===== src/rtl/srl_var_dly.sv =====
// Variable-tap WIDTH x DEPTH shift-register delay line with clock enable, flush,
// fill tracking and an optional output register.
module srl_var_dly #(
    parameter int WIDTH   = 8,
    parameter int DEPTH   = 32,
    parameter int REG_OUT = 0,
    localparam int AW     = $clog2(DEPTH)
) (
    input  logic             CLK,
    input  logic             RST_N,
    input  logic             CE,
    input  logic             CLR,
    input  logic [AW-1:0]    A,
    input  logic [WIDTH-1:0] I,
    output logic [WIDTH-1:0] DOUT,
    output logic             VALID,
    output logic [WIDTH-1:0] QLAST,
    output logic             FULL
);

    localparam int CW = $clog2(DEPTH + 1);

    logic [WIDTH-1:0] sr [DEPTH];
    logic [DEPTH-1:0] wmask;
    logic [CW-1:0]    fcnt;
    logic [AW-1:0]    ea;
    logic             shift;
    logic [WIDTH-1:0] tap_data;
    logic             tap_valid;
    logic             full_c;

    assign shift = CE & ~CLR;

    // NOTE: the shift array has no reset so it maps onto SRL primitives; stale
    // contents are hidden by the written-since-clear mask instead of being cleared.
    always_ff @(posedge CLK) begin
        if (shift) begin
            sr[0] <= I;
            for (int k = 1; k < DEPTH; k++) begin
                sr[k] <= sr[k-1];
            end
        end
    end

    // The mask bit travels with its stage, so a stage becomes visible only once
    // data shifted in after the last clear has reached it.
    always_ff @(posedge CLK or negedge RST_N) begin
        if (!RST_N) begin
            wmask <= '0;
            fcnt  <= '0;
        end else if (CLR) begin
            wmask <= '0;
            fcnt  <= '0;
        end else if (CE) begin
            wmask <= {wmask[DEPTH-2:0], 1'b1};
            if (fcnt != CW'(DEPTH)) begin
                fcnt <= fcnt + 1'b1;
            end
        end
    end

    // Out-of-range taps clamp to the last stage rather than wrapping.
    always_comb begin
        ea = A;
        if (int'(A) > DEPTH - 1) begin
            ea = AW'(DEPTH - 1);
        end
    end

    assign tap_valid = wmask[ea];
    assign tap_data  = tap_valid ? sr[ea] : '0;
    assign full_c    = (fcnt == CW'(DEPTH));
    assign QLAST     = wmask[DEPTH-1] ? sr[DEPTH-1] : '0;

    if (REG_OUT != 0) begin : g_reg
        logic [WIDTH-1:0] dout_q;
        logic             valid_q;
        logic             full_q;

        // Runs every edge regardless of CE so tap changes still reach the output.
        always_ff @(posedge CLK or negedge RST_N) begin
            if (!RST_N) begin
                dout_q  <= '0;
                valid_q <= 1'b0;
                full_q  <= 1'b0;
            end else begin
                dout_q  <= tap_data;
                valid_q <= tap_valid;
                full_q  <= full_c;
            end
        end

        assign DOUT  = dout_q;
        assign VALID = valid_q;
        assign FULL  = full_q;
    end else begin : g_comb
        assign DOUT  = tap_data;
        assign VALID = tap_valid;
        assign FULL  = full_c;
    end

endmodule


===== config.mk =====
export PLATFORM = sky130hd
export DESIGN_NAME = srl_var_dly
export DESIGN_NICKNAME = d
export VERILOG_FILES = /design/src/rtl/srl_var_dly.sv
export SDC_FILE = /design/constraint.sdc
export NUM_CORES = 1
export LEC_CHECK = 0
export CORE_ASPECT_RATIO = 1.25
export CORE_MARGIN = 1.5
export CORE_UTILIZATION = 40
export CTS_CLUSTER_SIZE = 12
export DETAILED_ROUTE_END_ITERATION = 8
export PLACE_DENSITY_LB_ADDON = 0.15
export SYNTH_ARGS = -nofsm -noshare
export SYNTH_HDL_FRONTEND = slang
export SYNTH_SLANG_ARGS = --single-unit

===== constraint.sdc =====
create_clock -name CLK -period 4.96 [get_ports CLK]
set_clock_uncertainty 0.15 [all_clocks]
set_input_delay 0.992 -clock CLK [delete_from_list [all_inputs] [get_ports CLK]]
set_output_delay 0.992 -clock CLK [all_outputs]
set_load 0.05 [all_outputs]

Word-level counts from Yosys, hierarchy flattened

Memory sizes are Yosys's and may differ from the RTL's.
Index checks and enable logic that the tools add are counted.

Multiplexer cells: 11
Reductions and logical operators: 3
Order comparisons: 1
Bitwise gates (word level): 2
Add/sub/neg operators: 1
Equal/unequal tests: 2

Operator list:

| kind                | number |
|---|---|
| $mux 32             | 2 |
| $mux 6              | 3 |
| $mux 8              | 2 |
| $add 6x1->6 const B | 1 |
| $eq 6x6->1 const B  | 1 |
| $lt 5x6->1 const B  | 1 |
| $ne 6x6->1 const B  | 1 |
| $bmux 1 s5          | 1 |
| $reduce_bool 2->1   | 2 |
| $mux 1              | 3 |
| $reduce_and 2->1    | 1 |
| $and 1x1->1         | 1 |
| $not 1->1           | 1 |

Bits in writable memories: 256
Output and inout bits: 18
Memories kept: 1
Logic and storage cells: 23
Input port bits: 17
Bits in registers: 38

Memory list:

| name | depth | width | rd ports | clocked after memory_dff | write ports | line | text |
|---|---|---|---|---|---|---|---|
| sr   | 32    | 8     | 33       | 0                        | 32          | 23   | `logic [WIDTH-1:0] sr [DEPTH];` |

Logic depth before layout (Yosys ltp)

Gate-level depths: netlist of the first run.

Depth after elaboration: 4
Depth in mapped cells: 9
Mapped depth without buffers: 7

Worst setup path before layout of the first run

No wires, ideal clock.

Path kind: input -> register
Start point: input port CE
End point: memory sr[0][0] (enable)
Library setup time: 0.904 ns
Cell stages on the path: 3
Setup slack: -9.124 ns
Required time: 3.906 ns
Data arrival time: 13.030 ns
Path through: clkbuf_1 clkbuf_1 nor2b_1

RTL lines:

| element            | line | text |
|---|---|---|
| start: declaration | 11   | `input logic CE,` |
| end: declaration   | 23   |  |

Worst setup path after layout of the first run

Start point: input port A[3]
End point: output port DOUT[5]

Word-level cells in the longest chain between the ends: 3
Elaborated cells between the ends (all ways): 4
Classes of those cells: mux (3); memory (1)

Ends and longest elaborated chain:

| element                      | line | text |
|---|---|---|
| start: declaration           | 13   | `input logic [AW-1:0] A,` |
| $bmux 1 s5                   | 70   | `assign tap_valid = wmask[ea];` |
| $mux 1 (implied by the code) | 70   |  |
| $mux 8 (*)                   | 71   | `assign tap_data = tap_valid ? sr[ea] : '0;` |
| end: declaration             | 15   | `output logic [WIDTH-1:0] DOUT,` |

Mark *: on every way between the ends. The rest lies on a longest branch, timed or not. The select of a mux whose other input is x is not followed.

==> impl_metrics.json, run 1 <==
{
  "outcome": "complete, no violations",
  "drc": 0,
  "num_io_pins": 35,
  "hold_depth": 0,
  "finalMaxSlewViolations": 0,
  "synth_top_area_share_pct": 64.6,
  "ys_ff_latch": 294,
  "clock_latency_ns": 0.55,
  "fin_crit_ns": 4.77,
  "cp_max_fo": 12,
  "r2r-end": "fcnt[2]",
  "setup_tns_ns": 0,
  "htree_levels": 1,
  "yosysUniqueCellTypes": 38,
  "synth_edf_count": 256,
  "r2r_setup_slack_ns": 3.06,
  "cts_resized": 2,
  "arrival_ns": 3.63,
  "grt_pass1_vias": 6280,
  "die-area_sq_um": 30800,
  "synth_seq_area_share_pct": 72.6,
  "path_class": "input pin to primary output",
  "antenna_found_initial": 0,
  "track_usage_pct": 15.6,
  "worstHoldStart": "sr[6][0]",
  "synth_area_leader_cell": "edfxtp_1",
  "path_clk_slew_ns": 0.07,
  "r2r_cells": 7,
  "design_area_sq_um": 13600,
  "leakagePower_nw": 4.88,
  "clk_path_buf_depth": 3,
  "initialDrtViolationCount": 450,
  "p_per_area_nw_per_um2": 383,
  "comb_power_share_pct": 6.4,
  "startpoint_type": "input pin",
  "max_slew_margin_pct": 43.7,
  "insertedDiodeCount": 0,
  "cp.required_ns": 3.82,
  "p_clk_share_pct": 39.4,
  "synth.avg_cell_area_sq_um": 18.7,
  "synth_area_leaders": "edfxtp_1 (65%), mux2i_1 (8.4%), dfrtp_1 (8.0%)",
  "cts-hold-fix-buffers": 0,
  "wirelength_microns": 23000,
  "viasPerCell": 5.41,
  "row_count": 70,
  "finish.utilization_pct": 46.5,
  "dp_hpwl_microns": 13500,
  "grt_pass1_wl_microns": 37100,
  "instances_no_fill": 1096,
  "rsz0062_at_grt": "no",
  "irDropWorstVdd_v": 0.000243,
  "num_vias": 5929,
  "gr-total-overflow": 0,
  "syn-num-nets": 656,
  "fin_nets": 699,
  "cap_viol_max_count": 0,
  "grt_max_degree": 147,
  "die_h_microns": 196,
  "cts-root-buf": "clkbuf_16",
  "drive_gt1_share_pct": 14.7,
  "finalSetupViolCount": 0,
  "p_int_mw": 4.08,
  "seq_power_share_pct": 54.2,
  "r2r_start": "fcnt[0]",
  "drtAntennaViolNets": 0,
  "async_flop_share_pct": 12.9,
  "wl_per_cell_microns": 21.0,
  "worst_slew_pin_slew_ns": 0.845,
  "clock_sinks": 294,
  "cp-end-kind": "primary output",
  "die_w_microns": 157,
  "dp_cells": 1044,
  "initial_utilization_pct": 40.7,
  "fmax_mhz": 210,
  "synth_area_sq_um": 11900,
  "hp-class": "flop to flop",
  "netSwitchingFraction_pct": 21.7,
  "netlist_instances": 637,
  "buffer_ports.inserted": 34,
  "yosysWarningCount": 0,
  "synthMostInstantiatedCell": "edfxtp_1",
  "cts_tree": "yes",
  "switching_power_mw": 1.13,
  "cts_buffers": 30,
  "ys_top_cells_by_count": "edfxtp_1 (256), mux2i_1 (100), nor2_1 (43), dfrtp_1 (38), mux4_2 (32)",
  "yosys_most_used_dff": "edfxtp_1",
  "dr.pass1.iters": 5,
  "hold-path-endpoint": "sr[7][0]",
  "hold_viol": 0,
  "gp_congestion": 0.782,
  "post_dp_cell_area_sq_um": 12700,
  "synthToLayoutAreaGrowth_pct": 14.2,
  "finalCritPeriodShare_pct": 96.2,
  "post-cts-setup-buffers": 0,
  "p_total_mw": 5.21,
  "core_area_sq_um": 29300
}
[flip-flops by register name, indices dropped and copies added, names as in the netlist]
register,cells
wmask,32
fcnt,6
sr,256
[cell families (layout without fill, tap and decap cells)]
| logic type | after synthesis | after routing | share of synthesized area, % |
|---|---|---|---|
| fa+ha+maj | 2 | 2 | 0.210 |
| xor+xnor | 5 | 5 | 0.368 |
| buf+inv | 45 | 108 | 2.48 |
| mux | 140 | 140 | 16.0 |
| compound gates | 77 | 77 | 5.44 |
| flops | 294 | 294 | 72.6 |
| simple gates | 74 | 74 | 2.95 |
[worst max path at each step]
stage               from  endpoint  slack, ns  cells past startpoint
global route        A[3]   DOUT[5]       0.09                      7
detailed placement  A[2]   DOUT[5]      -0.24                      7
floorplan             CE  sr[0][0]      -0.74                      3
finish              A[3]   DOUT[5]       0.19                      7
CTS                 A[3]   DOUT[5]       0.11                      7
global placement    A[2]   DOUT[5]      -0.18                      7
[metal layers]
metal  track usage, %  up-vias  routed length (microns)
met5                0        -                        0
met4             5.03        0                      520
met3             2.21       41                      891
met2             26.0      132                    11500
met1             21.2     3075                    10100
li1                 -     2681                        -
[final cells by class]
| class | instances | area [sq um] |
|---|---|---|
| fillers | 2532 | 15700 |
| flip-flops and latches | 294 | 8640 |
| multi-input cells | 298 | 2990 |
| clock buffers | 47 | 846 |
| repair buffers | 51 | 582 |
| well taps | 396 | 495 |
| clock inverters | 5 | 27.5 |
| inverters | 5 | 18.8 |
[layout by cell type, fill, tap and decap left out, types with 12 or more instances in the layout]
| master | Yosys | routed |
|---|---|---|
| a221oi_1 | 31 | 31 |
| buf_12 | 3 | 12 |
| buf_4 | 3 | 14 |
| clkbuf_1 | 18 | 15 |
| clkbuf_16 | 0 | 31 |
| clkdlybuf4s50_1 | 0 | 21 |
| dfrtp_1 | 38 | 38 |
| edfxtp_1 | 256 | 256 |
| mux2i_1 | 100 | 100 |
| mux4_2 | 32 | 32 |
| nand3_1 | 12 | 12 |
| nor2_1 | 43 | 43 |
[worst max-delay path, stage by stage]
cell and delay (ns):
clkdlybuf4s50_1 0.50, clkinv_1 0.51, a221oi_1 0.76, o21ai_0 0.31, nand3_1 0.16, o211a_1 0.23
buf_12 0.15
[through the flow]
stage	hold slack, ns	setup WS [ns]
6_report	0.289	0.187
5_1_grt	0.298	0.0877
4_1_cts	0.291	0.113
3_5_place_dp	0.276	-0.238
3_3_place_gp	0.273	-0.183
2_1_floorplan	0.267	-0.740
[power groups by stage]
stage / combinational (mW) / clock [mW] / sequential (mW)
floorplan: 0.236 / 0 / 2.87
global placement: 0.331 / 0 / 2.87
finish: 0.331 / 2.06 / 2.83
CTS: 0.337 / 2.13 / 2.83
global route: 0.360 / 2.22 / 2.84
detailed placement: 0.335 / 0 / 2.88
Note: power is estimated with default switching activity, not from simulation.
==> inputs of run 2 (changes only) <==
--- a/config.mk
+++ b/config.mk
@@ -8,8 +8,10 @@
 export CORE_ASPECT_RATIO = 1.25
 export CORE_MARGIN = 1.5
 export CORE_UTILIZATION = 40
+export CTS_BUF_LIST = sky130_fd_sc_hd__clkbuf_8 sky130_fd_sc_hd__clkbuf_16
 export CTS_CLUSTER_SIZE = 12
 export DETAILED_ROUTE_END_ITERATION = 8
+export GPL_TIMING_DRIVEN = 0
 export PLACE_DENSITY_LB_ADDON = 0.15
 export SYNTH_ARGS = -nofsm -noshare
 export SYNTH_HDL_FRONTEND = slang
==> run 2 against run 1 <==
Effect of this change: global-route usage rose by 0.72 points; die area unchanged; via count increased by 3.9%; register-to-register slack worse by 0.11 ns; wire length rose by 5.8%; final area increased by 1.5%; sequential power is essentially flat; worst setup slack got worse by 0.059 ns; total power up 0.17%; clock-buffer cell count fell by 14; hold slack lost 0.0046 ns; utilization is 0.70 points higher.
==> impl_metrics.json, run 2 (same netlist as run 1, synthesis figures left out) <==
{
  "grt_pass1_vias": 6458,
  "cp.required_ns": 3.82,
  "cp_slowest_cell": "clkdlybuf4s50_1",
  "r2r_cells": 7,
  "finalMaxSlewViolations": 0,
  "hold_depth": 0,
  "final_cell_mix": "edfxtp_1 (256), mux2i_1 (100), nor2_1 (43)",
  "track_usage_pct": 16.4,
  "fin_crit_ns": 4.83,
  "antenna_found_initial": 1,
  "grt_pass1_wl_microns": 38300,
  "top_register": "sr",
  "cts_buffers": 30,
  "drtAntennaViolNets": 0,
  "viasPerCell": 5.50,
  "finalSetupViolCount": 0,
  "cpPeakStageDelay_ns": 0.52,
  "layout_commonest_cell": "edfxtp_1",
  "drc": 0,
  "num_io_pins": 35,
  "insertedDiodeCount": 0,
  "path_cells": "clkdlybuf4s50_1, and2_1, clkbuf_1, clkbuf_2, a221oi_1, a22oi_1, nand3_1, o211a_1, clkdlybuf4s15_1",
  "cts_tree": "yes",
  "finalCritPeriodShare_pct": 97.4,
  "htree_levels": 1,
  "clock_latency_ns": 0.56,
  "post-cts-setup-buffers": 0,
  "p_per_area_nw_per_um2": 378,
  "cp_max_fo": 10,
  "path_buf_inv": 4,
  "final.setup.worst_slack_ns": 0.128,
  "synthToLayoutAreaGrowth_pct": 15.9,
  "drive_gt1_share_pct": 15.0,
  "gp_congestion": 0.784,
  "cts_resized": 16,
  "fin_nets": 725,
  "die_h_microns": 196,
  "clock_sinks": 294,
  "outcome": "complete, no violations",
  "path_clk_slew_ns": 0.06,
  "cts-hold-fix-buffers": 0,
  "max_slew_margin_pct": 41.5,
  "wl_per_cell_microns": 21.7,
  "hp-class": "flop to flop",
  "die-area_sq_um": 30800,
  "row_count": 70,
  "cp_top_family": "buffers and inverters",
  "place_worst_setup_slack_ns": -0.440,
  "hold_viol": 0,
  "cp-end-kind": "primary output",
  "largest_reg_flops": 256,
  "dr.pass1.iters": 5,
  "clk_path_buf_depth": 3,
  "r2r_setup_slack_ns": 2.95,
  "dp_hpwl_microns": 16300,
  "initialDrtViolationCount": 423,
  "num_vias": 6163,
  "path_class": "input pin to primary output",
  "crit_cells": 9,
  "die_w_microns": 157,
  "reg_top3": "sr (256), wmask (32), fcnt (6)",
  "grt_max_degree": 40,
  "fmax_mhz": 207,
  "setup_tns_ns": 0,
  "cap_viol_max_count": 0,
  "leakagePower_nw": 5.06,
  "initial_utilization_pct": 40.7,
  "gr-total-overflow": 0,
  "core_area_sq_um": 29300,
  "buffer_ports.inserted": 29,
  "arrival_ns": 3.69,
  "worst_slew_pin_slew_ns": 0.878,
  "irDropWorstVdd_v": 0.000251,
  "wirelength_microns": 24400,
  "startpoint_type": "input pin",
  "cts-root-buf": "clkbuf_16",
  "rsz0062_at_grt": "no"
}
[run 2: where the power goes]
part | switching, mW | internal, mW | leakage (nW) | total, mW
Sequential | 0.0407 | 2.78 | 2.93 | 2.82
Clock | 0.901 | 1.15 | 0.482 | 2.05
Combinational | 0.205 | 0.145 | 1.65 | 0.350
[run 2: cell type report]
type | count | area (sq um)
Clock buffer | 33 | 803
Timing Repair Buffer | 37 | 449
Inverter | 5 | 20.0
Multi-Input combinational cell | 298 | 2980
Clock inverter | 18 | 83.8
Buffer | 40 | 332
Sequential cell | 294 | 8640
Tap cell | 396 | 495
Fill cell | 2516 | 15500
[run 2: worst paths after layout]
kind / start / to
min: sr[2][7] / sr[3][7]
min reg2reg: sr[2][7] / sr[3][7]
max reg2reg: fcnt[0] / fcnt[2]
max in group asynchronous: RST_N / wmask[22]
min in group asynchronous: RST_N / fcnt[5]
max: A[2] / DOUT[6]
[run 2: worst register-to-register path: cells and delay by family (launching register included)]
| family | cells | cell delay, ns |
|---|---|---|
| fa+ha+maj | 1 | 0.16 |
| compound gates | 1 | 0.62 |
| buf+inv | 1 | 0.13 |
| flops | 1 | 0.39 |
| simple gates | 3 | 0.26 |
| xor+xnor | 1 | 0.18 |
[run 2: metrics by stage]
| stage | area (sq um) | power, mW | util, % | hold slack [ns] | cells |
|---|---|---|---|---|---|
| after CTS | 13800 | 5.30 | 47.2 | 0.278 | 1121 |
| after global placement | 12700 | 3.22 | 43.6 | 0.275 | 1062 |
| after detailed placement | 12900 | 3.23 | 44.1 | 0.278 | 1070 |
| after floorplan | 12000 | 3.10 | - | 0.267 | 637 |
| after global routing | 13800 | 5.41 | 47.2 | 0.288 | 1121 |
| final | 13800 | 5.22 | 47.2 | 0.285 | 1121 |
[run 2: routing by layer]
metal / up-vias / wire, microns / global-route usage (%)
li1: 2720 / - / -
met1: 3229 / 10400 / 22.0
met2: 173 / 12100 / 27.2
met3: 41 / 1290 / 2.87
met4: 0 / 569 / 4.79
met5: - / 0 / 0
==> inputs of run 3 (changes only) <==
--- a/config.mk
+++ b/config.mk
@@ -9,6 +9,7 @@
 export CORE_MARGIN = 1.5
 export CORE_UTILIZATION = 40
 export CTS_BUF_LIST = sky130_fd_sc_hd__clkbuf_8 sky130_fd_sc_hd__clkbuf_16
+export CTS_CLUSTER_DIAMETER = 80
 export CTS_CLUSTER_SIZE = 12
 export DETAILED_ROUTE_END_ITERATION = 8
 export GPL_TIMING_DRIVEN = 0
==> run 3 against run 2 <==
Effect of this change: sequential share of layout area increased by 0.60 points; sequential power about the same; global-route usage decreased by 0.12 points; wire length decreased by 0.18%; total power decreased by 3.6%; hold slack improved by 0.0078 ns; utilization decreased by 0.45 points; final cell count decreased by 1.2%; register-to-register slack about the same; critical path type unchanged; largest cell class unchanged.
==> impl_metrics.json, run 3 (same netlist as run 1, synthesis figures left out) <==
{
  "num_vias": 6066,
  "layout_commonest_cell": "edfxtp_1",
  "startpoint_type": "input pin",
  "path_clk_slew_ns": 0.06,
  "track_usage_pct": 16.2,
  "fin_nets": 723,
  "finalSetupViolCount": 0,
  "top_register": "sr",
  "clock_latency_ns": 0.54,
  "arrival_ns": 3.69,
  "reg_top3": "sr (256), wmask (32), fcnt (6)",
  "buffer_ports.inserted": 29,
  "wl_per_cell_microns": 21.9,
  "drive_gt1_share_pct": 14.3,
  "p_per_area_nw_per_um2": 368,
  "gp_congestion": 0.784,
  "die_h_microns": 196,
  "wirelength_microns": 24300,
  "finalMaxSlewViolations": 0,
  "rsz0062_at_grt": "no",
  "insertedDiodeCount": 0,
  "leakagePower_nw": 4.98,
  "row_count": 70,
  "worst_slew_pin_slew_ns": 0.857,
  "holdWs_ns": 0.292,
  "initialDrtViolationCount": 421,
  "initial_utilization_pct": 40.7,
  "fmax_mhz": 207,
  "final_cell_mix": "edfxtp_1 (256), mux2i_1 (100), nor2_1 (43)",
  "htree_levels": 1,
  "clock_sinks": 294,
  "p_total_mw": 5.03,
  "drtAntennaViolNets": 0,
  "finalCritPeriodShare_pct": 97.4,
  "die_w_microns": 157,
  "cts-root-buf": "clkbuf_16",
  "viasPerCell": 5.47,
  "hold_viol": 0,
  "grt_pass1_wl_microns": 38100,
  "largest_reg_flops": 256,
  "clk_path_buf_depth": 3,
  "num_io_pins": 35,
  "hp-class": "flop to flop",
  "cap_viol_max_count": 0,
  "design_area_sq_um": 13700,
  "outcome": "complete, no violations",
  "post_dp_cell_area_sq_um": 12900,
  "cts_buffers": 28,
  "cp-end-kind": "primary output",
  "dr.pass1.iters": 5,
  "antenna_found_initial": 0,
  "path_class": "input pin to primary output",
  "cts-hold-fix-buffers": 0,
  "irDropWorstVdd_v": 0.000198,
  "cts_tree": "yes",
  "die-area_sq_um": 30800,
  "cp_max_fo": 10,
  "dp_hpwl_microns": 16300,
  "cp.required_ns": 3.82,
  "grt_max_degree": 40,
  "gr-total-overflow": 0,
  "fin_crit_ns": 4.83,
  "max_slew_margin_pct": 42.9,
  "synthToLayoutAreaGrowth_pct": 14.8,
  "grt_pass1_vias": 6431,
  "fillers": 2518,
  "core_area_sq_um": 29300,
  "drc": 0
}
-- run 3: worst paths after layout --
kind / from / endpoint / slack (ns) / cells past startpoint
min in group asynchronous: RST_N / fcnt[2] / 0.42 / 1
hold / removal: sr[1][4] / sr[2][4] / 0.29 / 0
setup reg to reg: fcnt[0] / fcnt[2] / 2.96 / 7
setup / recovery: A[2] / DOUT[3] / 0.13 / 9
hold reg to reg: sr[1][4] / sr[2][4] / 0.29 / 0
max in group asynchronous: RST_N / wmask[9] / 3.71 / 1
-- run 3: worst max-delay path, stage by stage --
cell	delay (ns)
clkdlybuf4s50_1	0.52
and2_1	0.21
clkbuf_1	0.20
buf_4	0.27
a221oi_1	0.41
o21ai_0	0.16
nand3_1	0.18
o211a_1	0.21
dlygate4sd2_1	0.54
-- run 3: routing by layer --
layer	vias to the layer above	part of all wire [%]	track usage [%]
met1	3174	43	21.9
met4	0	2.2	4.61
li1	2712	-	-
met5	-	0	0
met2	143	50	27.1
met3	37	5.1	2.83
-- run 3: area by class of cell --
type	instances	area (sq um)	share of cell area, %
Sequential cell	294	8640	63.2
Multi-Input combinational cell	298	2980	21.8
Clock buffer	28	701	5.13
Tap cell	396	495	3.63
Timing Repair Buffer	37	449	3.29
Buffer	40	332	2.43
Clock inverter	10	55.1	0.403
Inverter	5	20.0	0.146
-- run 3: stage by stage --
step           TNS [ns]  instances  setup WS [ns]  util [%]
6_report              0       1108          0.131      46.7
5_1_grt               0       1108        0.00305      46.7
4_1_cts               0       1108         0.0892      46.7
3_5_place_dp      -3.45       1070         -0.440      44.1
3_3_place_gp    -509.26       1062          -2.00      43.6
2_1_floorplan   -189.47        637         -0.740         -
-- run 3: report_power, final --
part | leakage, nW | internal [mW] | switching (mW)
clock network | 0.399 | 1.00 | 0.855
logic | 1.65 | 0.145 | 0.205
registers | 2.93 | 2.78 | 0.0407
total | 4.98 | 3.93 | 1.10
-- run 3: repair_timing --
item / in CTS / in global routing
resized for setup: 16 / 6
buffers inserted: 0 / 0
setup endpoints to repair: 9 / 4
pin swaps: 0 / 0
